===== src/rtl/ir_key_dispatch_if.sv =====
// Event pop port of ir_key_dispatch: head byte plus valid/ready.
// Ports: evt_valid (FIFO not empty), evt_data (head byte), evt_ready (pop request).
interface ir_key_dispatch_if;
   logic       evt_valid;
   logic [7:0] evt_data;
   logic       evt_ready;

   modport master (
      output evt_valid,
      output evt_data,
      input  evt_ready
   );

   modport slave (
      input  evt_valid,
      input  evt_data,
      output evt_ready
   );
endinterface


===== src/rtl/ir_key_dispatch.sv =====
// IR remote command dispatcher: sync, decode, repeat filter, event FIFO.
// Ports: clock, resetn (async low), ir_ready, ir_data, toggle_out,
//  disp_char, evt (pop port), fifo_count, overflow, ovf_clr, frame_err_cnt.
// Option: IR_FRAME_CHECK_EN enables the complement-byte frame check.
module ir_key_dispatch #(
   parameter int NUM_CH         = 4,
   parameter int FIFO_DEPTH     = 8,
   parameter int KEY_LSB        = 16,
   parameter int HOLDOFF_CYCLES = 1024
) (
   input  logic                        clock,
   input  logic                        resetn,
   input  logic                        ir_ready,
   input  logic [31:0]                 ir_data,
   output logic [NUM_CH-1:0]           toggle_out,
   output logic [7:0]                  disp_char,
   ir_key_dispatch_if.master           evt,
   output logic [$clog2(FIFO_DEPTH):0] fifo_count,
   output logic                        overflow,
   input  logic                        ovf_clr,
   output logic [7:0]                  frame_err_cnt
);
   localparam int AW = $clog2(FIFO_DEPTH);
   localparam int HW = $clog2(HOLDOFF_CYCLES + 1);
   localparam logic [HW-1:0] HOLD_LD = HW'(HOLDOFF_CYCLES - 1);
   localparam logic [AW:0]   FULL    = (AW+1)'(FIFO_DEPTH);

   localparam logic [1:0] S_IDLE = 2'd0;
   localparam logic [1:0] S_CAP  = 2'd1;
   localparam logic [1:0] S_FILT = 2'd2;

   logic [2:0]        r_sync;
   logic [1:0]        r_state;
   logic [7:0]        r_cmd;
   logic [3:0]        r_last_key;
   logic [HW-1:0]     r_hold;
   logic [NUM_CH-1:0] r_tog;
   logic [7:0]        r_disp;
   logic [7:0]        r_mem [FIFO_DEPTH];
   logic [AW-1:0]     r_wp;
   logic [AW-1:0]     r_rp;
   logic [AW:0]       r_cnt;
   logic              r_ovf;

   logic              w_rise;
   logic [3:0]        w_key;
   logic              w_rep;
   logic              w_bad;
   logic              w_acc;
   logic              w_full;
   logic              w_pop;
   logic              w_push;
   logic              w_drop;
   logic [7:0]        w_disp;
   logic [NUM_CH-1:0] w_tmask;
   logic              w_unused;

   assign w_rise  = r_sync[1] & ~r_sync[2];
   assign w_key   = r_cmd[3:0];
   assign w_rep   = (r_hold != '0) && (w_key == r_last_key);
   assign w_acc   = (r_state == S_FILT) && !w_bad && !w_rep;
   assign w_full  = (r_cnt == FULL);
   assign w_pop   = (r_cnt != '0) && evt.evt_ready;
   // a full FIFO still takes the push when the head leaves this cycle
   assign w_push  = w_acc && (!w_full || w_pop);
   assign w_drop  = w_acc && w_full && !w_pop;
   assign w_disp  = (w_key <= 4'd9) ? (8'h30 + {4'h0, w_key}) : 8'h00;
   // keys at or above NUM_CH shift the bit out and toggle nothing
   assign w_tmask = NUM_CH'(1) << w_key;
   assign w_unused = ^ir_data;

   assign toggle_out    = r_tog;
   assign disp_char     = r_disp;
   assign fifo_count    = r_cnt;
   assign overflow      = r_ovf;
   assign evt.evt_valid = (r_cnt != '0);
   assign evt.evt_data  = r_mem[r_rp];

`ifdef IR_FRAME_CHECK_EN
   logic [7:0] r_inv;
   logic [7:0] r_err;

   assign w_bad         = (r_inv != ~r_cmd);
   assign frame_err_cnt = r_err;

   always_ff @(posedge clock or negedge resetn) begin
      if (!resetn) begin
         r_inv <= 8'h00;
         r_err <= 8'h00;
      end else begin
         if (r_state == S_CAP)
            r_inv <= ir_data[KEY_LSB+8 +: 8];
         if (r_state == S_FILT && w_bad && r_err != 8'hFF)
            r_err <= r_err + 8'h01;
      end
   end
`else
   assign w_bad         = 1'b0;
   assign frame_err_cnt = 8'h00;
`endif

   always_ff @(posedge clock or negedge resetn) begin
      if (!resetn) begin
         r_sync     <= '0;
         r_state    <= S_IDLE;
         r_cmd      <= 8'h00;
         r_last_key <= 4'h0;
         r_hold     <= '0;
         r_tog      <= '0;
         r_disp     <= 8'h00;
      end else begin
         r_sync <= {r_sync[1:0], ir_ready};
         unique case (r_state)
            S_IDLE:  if (w_rise) r_state <= S_CAP;
            S_CAP: begin
               r_cmd   <= ir_data[KEY_LSB +: 8];
               r_state <= S_FILT;
            end
            default: r_state <= S_IDLE;
         endcase
         if (w_acc) begin
            r_disp     <= w_disp;
            r_tog      <= r_tog ^ w_tmask;
            r_last_key <= w_key;
            r_hold     <= HOLD_LD;
         end else if (r_hold != '0) begin
            r_hold <= r_hold - 1'b1;
         end
      end
   end

   always_ff @(posedge clock or negedge resetn) begin
      if (!resetn) begin
         r_wp  <= '0;
         r_rp  <= '0;
         r_cnt <= '0;
         r_ovf <= 1'b0;
      end else begin
         if (w_push) r_wp <= r_wp + 1'b1;
         if (w_pop)  r_rp <= r_rp + 1'b1;
         if (w_push && !w_pop)
            r_cnt <= r_cnt + 1'b1;
         else if (w_pop && !w_push)
            r_cnt <= r_cnt - 1'b1;
         // set beats clear when both land together
         if (w_drop)
            r_ovf <= 1'b1;
         else if (ovf_clr)
            r_ovf <= 1'b0;
      end
   end

   always_ff @(posedge clock) begin
      if (w_push)
         r_mem[r_wp] <= r_cmd;
   end
endmodule


===== src/flat_wrapper.sv =====
// flat-port wrapper written by rule: the top's interface ports become plain ports
module ir_key_dispatch_flat 
#(
   parameter int NUM_CH         = 4,
   parameter int FIFO_DEPTH     = 8,
   parameter int KEY_LSB        = 16,
   parameter int HOLDOFF_CYCLES = 1024
)
  (clock, resetn, ir_ready, ir_data, toggle_out, disp_char, fifo_count, overflow, ovf_clr, frame_err_cnt, evt_evt_valid, evt_evt_data, evt_evt_ready);
  ir_key_dispatch_if evt_i ();
  input  logic clock;
  input  logic resetn;
  input  logic ir_ready;
  input  logic [31:0] ir_data;
  output logic [NUM_CH-1:0] toggle_out;
  output logic [7:0] disp_char;
  output logic [$clog2(FIFO_DEPTH):0] fifo_count;
  output logic overflow;
  input  logic ovf_clr;
  output logic [7:0] frame_err_cnt;
  output wire logic [$bits(evt_i.evt_valid)-1:0] evt_evt_valid;
  output wire logic [$bits(evt_i.evt_data)-1:0] evt_evt_data;
  input wire logic [$bits(evt_i.evt_ready)-1:0] evt_evt_ready;
  assign evt_evt_valid = evt_i.evt_valid;
  assign evt_evt_data = evt_i.evt_data;
  assign evt_i.evt_ready = evt_evt_ready;
  ir_key_dispatch #(.NUM_CH(NUM_CH), .FIFO_DEPTH(FIFO_DEPTH), .KEY_LSB(KEY_LSB), .HOLDOFF_CYCLES(HOLDOFF_CYCLES)) u_core (.clock(clock), .resetn(resetn), .ir_ready(ir_ready), .ir_data(ir_data), .toggle_out(toggle_out), .disp_char(disp_char), .evt(evt_i), .fifo_count(fifo_count), .overflow(overflow), .ovf_clr(ovf_clr), .frame_err_cnt(frame_err_cnt));
endmodule

===== config.mk =====
export PLATFORM = sky130hd
export DESIGN_NAME = ir_key_dispatch_flat
export DESIGN_NICKNAME = d
export VERILOG_FILES = /design/src/rtl/ir_key_dispatch_if.sv /design/src/rtl/ir_key_dispatch.sv /design/src/flat_wrapper.sv
export SDC_FILE = /design/constraint.sdc
export NUM_CORES = 1
export LEC_CHECK = 0
export CAP_MARGIN = 20
export CORE_ASPECT_RATIO = 1.5
export CORE_MARGIN = 2
export CORE_UTILIZATION = 40
export DETAILED_ROUTE_END_ITERATION = 8
export PLACE_DENSITY = 0.65
export SETUP_SLACK_MARGIN = 0.05
export SLEW_MARGIN = 25
export SYNTH_ARGS = -nofsm -noshare
export SYNTH_HDL_FRONTEND = slang
export SYNTH_SLANG_ARGS = --single-unit

===== constraint.sdc =====
create_clock -name clock -period 3.87 [get_ports clock]
set_input_delay 1.161 -clock clock [delete_from_list [all_inputs] [get_ports clock]]
set_output_delay 1.161 -clock clock [all_outputs]
set_load 0.05 [all_outputs]

# Yosys cells after proc, flatten, opt, wreduce, memory -nomap -nowiden
# Memory sizes are Yosys's and may differ from the RTL's.
# Index checks and enable logic that the tools add are counted.
# word_totals
mem_count,1
register_bits,51
in_bits,37
mem_bits_rw,64
# classes
mux,11
bitwise_logic,3
shifts,1
add_sub_neg,6
n_reduce_logical,19
n_eq_ne,5
n_lt_le_gt_ge,1
# memory_table
name,words,width,read_ports,rd_clocked_by_memory_dff,wr,line,rtl
u_core.r_mem,8,8,1,0,1,ir_key_dispatch.sv:39,logic [7:0] r_mem [FIFO_DEPTH];
# ops
cell,count
$mux W11,2
$reduce_bool A11 Y1,1
$sub A11 B1 Y11 const B,1
$logic_and A1 B1 Y1,8
$mux W4,2
$mux W8,1
$add A6 B4 Y7 const A,1
$add A3 B1 Y3 const B,2
$reduce_bool A2 Y1,3
$add A4 B1 Y4 const B,1
$eq A4 B4 Y1,1
$eq A4 B4 Y1 const B,1
$le A4 B4 Y1 const B,1
$logic_not A1 Y1,4
$mux W1,4
$pmux W2 S2,1
$reduce_bool A4 Y1,1
$shl A1 B4 Y4 const A,1
$sub A4 B1 Y4 const B,1
$xor A4 B4 Y4,1
$eq A2 B1 Y1 const B,1
$eq A2 B2 Y1 const B,1
$logic_not A2 Y1,1
$mux W2,1
4 further kinds,4

# Longest topological paths before layout
# Gate-level depths: netlist (run 1).
# logic_depth
ltp_word,9
mapped_depth,14
depth_no_buf,12

# Worst setup path before layout (run 1)
# No wires, ideal clock.
# synth_path
kind,input to register
start,input evt_evt_ready
end,"register u_core.r_cnt[3], in the netlist u_core.fifo_count[3]"
arrival_time_ns,2.901
setup_time_ns,0.141
n_path_buf,1
stages,12
path_slack_ns,0.828
path_cell_list,and2b_2 -> a21oi_1 -> o21ai_2 -> buf_6 -> inv_1 -> ha_1 -> inv_1 -> ha_1 -> a21o_1 -> a21oi_1 -> mux2i_1 -> xnor2_1
# synth_via
elab_chain_cells,6
elab_cells_between_ends,9
classes_between,1 x mux; 8 x reduce/logical
# synth_rtl
element,line,rtl
"start, declared",flat_wrapper.sv:23,input wire logic [$bits(evt_i.evt_ready)-1:0] evt_evt_ready;
$logic_and A1 B1 Y1 (*),ir_key_dispatch.sv:63,assign w_pop = (r_cnt != '0) && evt.evt_ready;
$logic_or A1 B1 Y1 (*),ir_key_dispatch.sv:65,assign w_push = w_acc && (!w_full || w_pop);
$logic_and A1 B1 Y1 (*),ir_key_dispatch.sv:65,
net u_core.w_push,ir_key_dispatch.sv:52,logic w_push;
$logic_not A1 Y1,ir_key_dispatch.sv:143,else if (w_pop && !w_push)
$logic_and A1 B1 Y1,ir_key_dispatch.sv:143,
$reduce_bool A2 Y1 (no source line),--,
"end signal, assigned",ir_key_dispatch.sv:142,r_cnt <= r_cnt + 1'b1;
"end signal, assigned",ir_key_dispatch.sv:144,r_cnt <= r_cnt - 1'b1;
"end, declared",ir_key_dispatch.sv:42,logic [AW:0] r_cnt;
# Mark *: on every way through the listed nets, which the timed path passes. The rest lies on a longest branch.
# A chain may end at the register's enable or synchronous reset.

# Final worst setup path (run 1)
# layout_path
start,"register u_core.r_cnt[0], in the netlist u_core.fifo_count[0]"
end,output evt_evt_valid
# layout_via
elab_chain_cells,1
# layout_rtl
element,line,rtl
$reduce_bool A4 Y1,ir_key_dispatch.sv:76,assign evt.evt_valid = (r_cnt != '0);
"end, declared",flat_wrapper.sv:21,output wire logic [$bits(evt_i.evt_valid)-1:0] evt_evt_valid;
# No other way between the ends.

==> results of run 1 <==
[worst max-delay path: cells and delay by family, from the launching register on]
family                 cells  cell delay [ns]
flip-flops                 1             0.46
AND/OR/NAND/NOR            2             0.68
buffers and inverters      1             0.74
[per-layer routing]
metal / track usage / wire (um)
met5: 0 / 0
met4: 0.0870 / 273
met3: 0.0157 / 191
met2: 0.252 / 4650
met1: 0.159 / 3570
[flip-flops by register name, indices dropped and copies added, names as in the netlist]
register and cells:
u_core.disp_char 5, u_core.fifo_count 4, u_core.overflow 1, u_core.r_cmd 8, u_core.r_hold 11, u_core.r_last_key 4, u_core.r_mem 64, u_core.r_rp 3
u_core.r_state 2, u_core.r_sync 3, u_core.r_wp 3, u_core.toggle_out 4
[cell type report]
cell class	count	area, sq um
fillers	1027	6240
flip-flops and latches	112	3120
multi-input cells	184	1590
repair buffers	51	448
clock buffers	9	225
well taps	153	191
clock inverters	7	103
inverters	9	33.8
[power breakdown]
group          leakage [nW]  internal [W]  switching (W)
registers              1.14       0.00150       0.000253
clock network         0.160      0.000527       0.000466
logic                 0.840      0.000664       0.000933
[logic make-up (layout without fill, tap and decap cells)]
family,count (synthesis),count (layout),share of synthesized area
compound gates,27,27,0.0359
xor+xnor,16,16,0.0287
fa+ha+maj,8,8,0.0220
buf+inv,32,76,0.0413
flops,112,112,0.640
mux,41,41,0.131
other cells,1,10,0.000768
simple gates,82,82,0.101
[worst min path at each step]
| stage | depth (start not counted) | endpoint |
|---|---|---|
| after floorplan | 0 | u_core.r_sync[1] |
| after global placement | 0 | u_core.r_sync[1] |
| after detailed placement | 0 | u_core.r_sync[1] |
| after CTS | 0 | u_core.r_sync[1] |
| after global routing | 0 | u_core.r_sync[1] |
| final | 0 | u_core.r_sync[1] |
[cells in the final DEF, fill, tap and decap left out, types with 3 or more instances in the layout]
cell type	instances
edfxtp_1	64
mux2i_1	3
nor3_1	9
inv_1	9
ha_1	7
o211ai_1	3
nor2b_1	5
xor2_1	4
mux2_1	3
clkdlybuf4s50_1	27
buf_4	23
mux4_2	16
nand2b_1	5
o21ai_0	8
dfrtp_1	48
xnor2_1	12
mux2_2	19
a21oi_1	8
nor2_1	6
conb_1	10
nand2_1	26
clkbuf_16	9
nand3_1	9
[stage by stage]
stage                util  power, W  hold slack (ns)  worst slack, ns
floorplan               -   0.00294            0.331            0.828
global placement    0.451   0.00336            0.334            0.287
detailed placement  0.451   0.00339            0.340            0.275
CTS                 0.478   0.00439            0.358            0.498
global route        0.478   0.00455            0.364            0.421
finish              0.478   0.00434            0.357            0.489
==> flow_summary.html, run 1 <==
<table>
<tr><th>Metric</th><th>Value</th></tr>
<tr><th colspan="2">Timing</th></tr>
<tr><td>Slew HR</td><td>0.330</td></tr>
<tr><td>Final worst-path cycle share</td><td>0.874</td></tr>
<tr><td>Clock tree skew after final layout</td><td>between 0.01 and 0.015 ns</td></tr>
<tr><td>Final count of hold timing violations</td><td>0</td></tr>
<tr><td>Final critical delay including setup and external delays</td><td>about 3.4 ns</td></tr>
<tr><td>Transition time at the pin with the least slew margin</td><td>1.00 ns</td></tr>
<tr><td>Post-route setup TNS</td><td>0 ns</td></tr>
<tr><td>Fin. max-slew vios</td><td>0</td></tr>
<tr><td>Number of setup violations in the final report</td><td>0</td></tr>
<tr><td>Fmax achieved</td><td>roughly 0.30 GHz</td></tr>
<tr><td>Unrepaired setup endpoints after global routing</td><td>no</td></tr>
<tr><th colspan="2">GRT</th></tr>
<tr><td>GR Util All Layers</td><td>0.142</td></tr>
<tr><td>Largest net degree at the start of global routing</td><td>26</td></tr>
<tr><td>Via count of the first global-routing pass</td><td>between 2000 and 3000</td></tr>
<tr><td>Number of antenna violations at the first check in global routing</td><td>0</td></tr>
<tr><td>First-pass GRT wire length</td><td>between 10000 and 15000 um</td></tr>
<tr><td>Global route overflow</td><td>0</td></tr>
<tr><th colspan="2">Floorplanning</th></tr>
<tr><td>Die width</td><td>about 94 um</td></tr>
<tr><td>Die Ht</td><td>~140 um</td></tr>
<tr><td>Initial Util</td><td>0.408</td></tr>
<tr><td>I/O pin count</td><td>~70</td></tr>
<tr><td>Number of placement rows</td><td>49</td></tr>
<tr><td>Total Die Area</td><td>approximately 13000 sq um</td></tr>
<tr><td>Core Box Area</td><td>~12000 sq um</td></tr>
<tr><th colspan="2">Clocking</th></tr>
<tr><td>Clock tree from TritonCTS</td><td>done</td></tr>
<tr><td>CTS root buffer</td><td>clkbuf_16</td></tr>
<tr><td>H-tree depth reported by CTS</td><td>3</td></tr>
<tr><td>Worst-case clock buffer depth</td><td>2</td></tr>
<tr><td>Total of cells resized after clock tree synthesis</td><td>0</td></tr>
<tr><td>Clock latency of the later-clocked register in the worst-skew pair</td><td>between 0.3 and 0.4 ns</td></tr>
<tr><td>TritonCTS Buffers</td><td>9</td></tr>
<tr><td>Worst-path clk slew</td><td>0.08 ns</td></tr>
<tr><td>Count of clock tree sinks</td><td>~110</td></tr>
<tr><td>Number of post-CTS setup repair buffers</td><td>0</td></tr>
<tr><td>Hold Buf Count CTS</td><td>0</td></tr>
<tr><th colspan="2">Detailed routing</th></tr>
<tr><td>Number of DRC violations after detailed routing</td><td>0</td></tr>
<tr><td>Routed len/inst</td><td>about 17 um</td></tr>
<tr><td>Number of vias per cell after detailed routing</td><td>slightly above 5</td></tr>
<tr><td>Vias</td><td>between 2000 and 3000</td></tr>
<tr><td>Wire length after detailed routing</td><td>about 8700 um</td></tr>
<tr><td>Number of DRC violations after detailed-routing iteration 0</td><td>116</td></tr>
<tr><td>DR pass1 iterations</td><td>4</td></tr>
<tr><td>Remaining antenna violation count after routing</td><td>0</td></tr>
<tr><th colspan="2">Yosys</th></tr>
<tr><td>Total of flip-flops plus latches after synthesis</td><td>~110</td></tr>
<tr><td>Largest area contributor in the synthesized netlist</td><td>edfxtp_1</td></tr>
<tr><td>Post-synthesis instance area</td><td>just under 5000 sq um</td></tr>
<tr><td>Number of synthesized flops with an enable pin</td><td>64</td></tr>
<tr><td>Most common cell in the netlist</td><td>edfxtp_1</td></tr>
<tr><td>Number of instances in the synthesized netlist</td><td>319</td></tr>
<tr><td>Yosys Warn Count</td><td>0</td></tr>
<tr><td>Most instantiated cells after synthesis</td><td>64 x edfxtp_1, 48 x dfrtp_1, 26 x nand2_1</td></tr>
<tr><td>Netlist cell types</td><td>50</td></tr>
<tr><td>Synth top area share</td><td>0.394</td></tr>
<tr><td>Post-synthesis async set-or-reset flop share</td><td>0.429</td></tr>
<tr><td>Syn Area/Cell</td><td>15.3 sq um</td></tr>
<tr><td>Leading post-synthesis cells by cell area</td><td>edfxtp_1 39%, dfrtp_1 25%, mux4_2 7.4%</td></tr>
<tr><td>Post-synthesis sequential area ratio</td><td>0.640</td></tr>
<tr><td>Main synth FF type</td><td>edfxtp_1</td></tr>
<tr><th colspan="2">Min path</th></tr>
<tr><td>HP Class</td><td>flip-flop to flip-flop</td></tr>
<tr><td>Worst hold path startpoint</td><td>u_core.r_sync[0]</td></tr>
<tr><th colspan="2">Worst setup path</th></tr>
<tr><td>Terminus of the critical flop-to-flop path</td><td>u_core.fifo_count[3]</td></tr>
<tr><td>Longest individual stage delay on the worst path</td><td>around 0.74 ns</td></tr>
<tr><td>Max FO, Critical Path</td><td>5</td></tr>
<tr><td>Worst setup path category</td><td>flip-flop to output pin</td></tr>
<tr><td>Reg-to-reg slack, setup</td><td>between 1 and 1.5 ns</td></tr>
<tr><td>Critical path, cell by cell</td><td>nor3_1, nand2b_1, clkdlybuf4s50_1</td></tr>
<tr><td>Worst setup path endpoint</td><td>evt_evt_valid</td></tr>
<tr><td>Critical path arrival</td><td>~2.2 ns</td></tr>
<tr><td>Reg-to-reg startpoint</td><td>u_core.r_cmd[3]</td></tr>
<tr><td>Launch point of the critical path</td><td>u_core.fifo_count[0]</td></tr>
<tr><td>Type of origin of the critical path</td><td>flip-flop</td></tr>
<tr><td>Critical path capture point type</td><td>output pin</td></tr>
<tr><td>Register-to-Register Path Depth</td><td>11</td></tr>
<tr><td>Cell type of the slowest stage on the worst timing path</td><td>clkdlybuf4s50_1</td></tr>
<tr><td>Data required time of the critical path</td><td>around 2.7 ns</td></tr>
<tr><th colspan="2">Final layout</th></tr>
<tr><td>Antenna Diode Count</td><td>0</td></tr>
<tr><td>Synth-to-Final Area Change</td><td>17.1%</td></tr>
<tr><td>Post-layout instance area</td><td>around 5700 sq um</td></tr>
<tr><td>Cell Count, Final, Fillers Out</td><td>525</td></tr>
<tr><td>Share of cells above drive strength 1</td><td>0.228</td></tr>
<tr><td>Final net count</td><td>412</td></tr>
<tr><th colspan="2">Run status</th></tr>
<tr><td>Result of the run</td><td>finished clean</td></tr>
<tr><th colspan="2">Pwr</th></tr>
<tr><td>Leakage</td><td>about 2.1 nW</td></tr>
<tr><td>Worst vdd ir</td><td>around 0.00035 V</td></tr>
<tr><td>Ratio of total power to cell area</td><td>between 700 and 800 nW/um^2</td></tr>
<tr><th colspan="2">Placed design</th></tr>
<tr><td>DP Cell Count</td><td>around 510</td></tr>
<tr><td>PortBufs</td><td>36</td></tr>
<tr><td>Gp weighted congestion</td><td>0.756</td></tr>
<tr><td>Sum of net half-perimeters after detailed placement</td><td>between 5000 and 6000 um</td></tr>
<tr><td>Cell area after placement</td><td>~5400 sq um</td></tr>
<tr><th colspan="2">Run</th></tr>
<tr><td>Max-capacitance violation count</td><td>0</td></tr>
</table>
Note: power is estimated with default switching activity, not from simulation.
==> run 2, diff against run 1 <==
--- a/config.mk
+++ b/config.mk
@@ -10,7 +10,7 @@
 export CORE_MARGIN = 2
 export CORE_UTILIZATION = 40
 export DETAILED_ROUTE_END_ITERATION = 8
-export PLACE_DENSITY = 0.65
+export PLACE_DENSITY = 0.64
 export SETUP_SLACK_MARGIN = 0.05
 export SLEW_MARGIN = 25
 export SYNTH_ARGS = -nofsm -noshare
==> flow_summary.html, run 2 (synthesis gave the netlist of run 1 again) <==
<table>
<tr><th>Metric</th><th>Value</th></tr>
<tr><th colspan="2">GRT</th></tr>
<tr><td>First-pass GRT wire length</td><td>around 14000 um</td></tr>
<tr><td>Global route overflow</td><td>0</td></tr>
<tr><td>Number of antenna violations at the first check in global routing</td><td>0</td></tr>
<tr><td>Largest net degree at the start of global routing</td><td>39</td></tr>
<tr><td>Via count of the first global-routing pass</td><td>2777</td></tr>
<tr><td>GR Util All Layers</td><td>0.145</td></tr>
<tr><th colspan="2">Final layout</th></tr>
<tr><td>Largest register by flop count</td><td>u_core.r_mem</td></tr>
<tr><td>Max FFs per register</td><td>64</td></tr>
<tr><td>Commonest non-fill, non-tap cell in the layout</td><td>edfxtp_1</td></tr>
<tr><td>Final net count</td><td>a little over 400</td></tr>
<tr><td>Most frequent cells in the layout</td><td>64 x edfxtp_1, 48 x dfrtp_1, 27 x clkdlybuf4s50_1</td></tr>
<tr><td>Antenna Diode Count</td><td>0</td></tr>
<tr><td>Cell Count, Final, Fillers Out</td><td>roughly 520</td></tr>
<tr><td>Synth-to-Final Area Change</td><td>15.6%</td></tr>
<tr><td>Share of the core filled with cells</td><td>0.472</td></tr>
<tr><td>Largest registers</td><td>u_core.r_mem x64, u_core.r_hold x11, u_core.r_cmd x8</td></tr>
<tr><td>Share of cells above drive strength 1</td><td>0.221</td></tr>
<tr><th colspan="2">Pwr</th></tr>
<tr><td>Worst vdd ir</td><td>0.000396 V</td></tr>
<tr><td>Pwr Total</td><td>between 0.004 and 0.005 W</td></tr>
<tr><td>Leakage</td><td>between 2 and 2.5 nW</td></tr>
<tr><td>Comb power frac</td><td>0.379</td></tr>
<tr><td>Ratio of total power to cell area</td><td>around 740 nW/um^2</td></tr>
<tr><td>Fraction of power spent switching nets</td><td>0.378</td></tr>
<tr><td>Net switching power of the design</td><td>roughly 0.0016 W</td></tr>
<tr><td>Clock power share</td><td>0.201</td></tr>
<tr><td>Cell-internal power</td><td>between 0.002 and 0.003 W</td></tr>
<tr><td>Sequential cell fraction of total power</td><td>0.420</td></tr>
<tr><th colspan="2">Detailed routing</th></tr>
<tr><td>WL met2</td><td>around 4800 um</td></tr>
<tr><td>Wire length after detailed routing</td><td>8740 um</td></tr>
<tr><td>Top metal layer carrying routed signals</td><td>met4</td></tr>
<tr><td>Met1 routed wirelength after detailed routing</td><td>3560 um</td></tr>
<tr><td>Vias</td><td>around 2600</td></tr>
<tr><td>Routed len/inst</td><td>around 17 um</td></tr>
<tr><td>DR pass1 iterations</td><td>4</td></tr>
<tr><td>Number of vias per cell after detailed routing</td><td>around 5.0</td></tr>
<tr><td>Number of DRC violations after detailed routing</td><td>0</td></tr>
<tr><td>Number of DRC violations after detailed-routing iteration 0</td><td>70</td></tr>
<tr><td>Remaining antenna violation count after routing</td><td>0</td></tr>
<tr><td>Met3 wire length</td><td>196 um</td></tr>
<tr><th colspan="2">Clocking</th></tr>
<tr><td>Worst-path clk slew</td><td>roughly 0.070 ns</td></tr>
<tr><td>Clock latency of the later-clocked register in the worst-skew pair</td><td>between 0.3 and 0.4 ns</td></tr>
<tr><td>Number of post-CTS setup repair buffers</td><td>0</td></tr>
<tr><td>Count of clock tree sinks</td><td>112</td></tr>
<tr><td>Worst-case clock buffer depth</td><td>2</td></tr>
<tr><td>Clock tree from TritonCTS</td><td>done</td></tr>
<tr><td>CTS root buffer</td><td>clkbuf_16</td></tr>
<tr><td>TritonCTS Buffers</td><td>9</td></tr>
<tr><td>Total of cells resized after clock tree synthesis</td><td>0</td></tr>
<tr><td>H-tree depth reported by CTS</td><td>3</td></tr>
<tr><td>Hold Buf Count CTS</td><td>0</td></tr>
<tr><th colspan="2">Floorplanning</th></tr>
<tr><td>Die width</td><td>about 94 um</td></tr>
<tr><td>Core Box Area</td><td>around 12000 sq um</td></tr>
<tr><td>Initial Util</td><td>0.408</td></tr>
<tr><td>Total Die Area</td><td>13100 sq um</td></tr>
<tr><td>I/O pin count</td><td>71</td></tr>
<tr><td>Number of placement rows</td><td>49</td></tr>
<tr><td>Die Ht</td><td>139 um</td></tr>
<tr><th colspan="2">Timing</th></tr>
<tr><td>Final count of hold timing violations</td><td>0</td></tr>
<tr><td>Clock tree skew after final layout</td><td>roughly 0.0099 ns</td></tr>
<tr><td>Fin. max-slew vios</td><td>0</td></tr>
<tr><td>Number of setup violations in the final report</td><td>0</td></tr>
<tr><td>Unrepaired setup endpoints after global routing</td><td>no</td></tr>
<tr><td>Final critical delay including setup and external delays</td><td>between 3 and 4 ns</td></tr>
<tr><td>Final worst-path cycle share</td><td>0.845</td></tr>
<tr><td>Transition time at the pin with the least slew margin</td><td>~1 ns</td></tr>
<tr><td>Fmax achieved</td><td>~0.31 GHz</td></tr>
<tr><td>Slew HR</td><td>0.322</td></tr>
<tr><td>Post-route setup TNS</td><td>0 ns</td></tr>
<tr><td>Minimum hold slack</td><td>about 0.36 ns</td></tr>
<tr><th colspan="2">Placed design</th></tr>
<tr><td>DP Cell Count</td><td>approximately 510</td></tr>
<tr><td>Gp weighted congestion</td><td>0.788</td></tr>
<tr><td>Sum of net half-perimeters after detailed placement</td><td>5910 um</td></tr>
<tr><td>PortBufs</td><td>36</td></tr>
<tr><th colspan="2">Worst setup path</th></tr>
<tr><td>Register-to-Register Path Depth</td><td>11</td></tr>
<tr><td>Worst setup path endpoint</td><td>evt_evt_valid</td></tr>
<tr><td>Data required time of the critical path</td><td>roughly 2.7 ns</td></tr>
<tr><td>Critical path arrival</td><td>around 2.1 ns</td></tr>
<tr><td>Max FO, Critical Path</td><td>5</td></tr>
<tr><td>Worst setup path category</td><td>flip-flop to output pin</td></tr>
<tr><td>Reg-to-reg slack, setup</td><td>roughly 1.1 ns</td></tr>
<tr><td>Type of origin of the critical path</td><td>flip-flop</td></tr>
<tr><td>Reg-to-reg startpoint</td><td>u_core.r_cmd[3]</td></tr>
<tr><td>Launch point of the critical path</td><td>u_core.fifo_count[0]</td></tr>
<tr><td>Terminus of the critical flop-to-flop path</td><td>u_core.fifo_count[3]</td></tr>
<tr><td>Critical path capture point type</td><td>output pin</td></tr>
<tr><th colspan="2">Min path</th></tr>
<tr><td>Worst Hold Depth</td><td>0</td></tr>
<tr><td>HP Class</td><td>flip-flop to flip-flop</td></tr>
<tr><th colspan="2">Run status</th></tr>
<tr><td>Result of the run</td><td>finished clean</td></tr>
<tr><th colspan="2">Run</th></tr>
<tr><td>Max-capacitance violation count</td><td>0</td></tr>
</table>
[run 2: cell types whose count changed in the layout (fill, tap and decap cells not counted), moves of 2 or more]
cell      change
clkbuf_1      +2
clkinv_2      +2
clkinv_8      -2
inv_8         -2
[run 2: power by group through the flow]
| stage | clock [W] | sequential [W] | combinational, W |
|---|---|---|---|
| global route | 0.000903 | 0.00180 | 0.00170 |
| finish | 0.000840 | 0.00176 | 0.00158 |
| global placement | 0 | 0.00178 | 0.00158 |
| CTS | 0.000870 | 0.00177 | 0.00161 |
| detailed placement | 0 | 0.00179 | 0.00161 |
| floorplan | 0 | 0.00191 | 0.00102 |
[run 2: critical path: stages, from the launching register on]
cell	delay [ns]
dfrtp_1	0.45
nor3_1	0.42
nand2b_1	0.17
clkdlybuf4s50_1	0.73
[run 2: layout make-up]
type | count | area [sq um]
fillers | 1048 | 6310
flip-flops and latches | 112 | 3120
multi-input cells | 184 | 1590
repair buffers | 50 | 440
clock buffers | 11 | 233
well taps | 153 | 191
inverters | 9 | 33.8
clock inverters | 5 | 32.5
[run 2: worst min path at each step]
stage,from,to,slack (ns)
finish,u_core.r_sync[0],u_core.r_sync[1],0.36
floorplan,u_core.r_sync[0],u_core.r_sync[1],0.33
CTS,u_core.r_sync[0],u_core.r_sync[1],0.36
detailed placement,u_core.r_sync[0],u_core.r_sync[1],0.35
global placement,u_core.r_sync[0],u_core.r_sync[1],0.33
global route,u_core.r_sync[0],u_core.r_sync[1],0.36
[run 2: through the flow]
step / setup WS [ns] / instance area, sq um
2_1_floorplan: 0.828 / 4920
3_3_place_gp: 0.298 / 5380
3_5_place_dp: 0.256 / 5380
4_1_cts: 0.544 / 5650
5_1_grt: 0.436 / 5650
6_report: 0.598 / 5650
[run 2: layer usage]
metal | vias to the layer above | track usage
met2 | 31 | 0.259
met5 | - | 0
li1 | 1259 | -
met1 | 1338 | 0.171
met4 | 0 | 0.0542
met3 | 11 | 0.0282
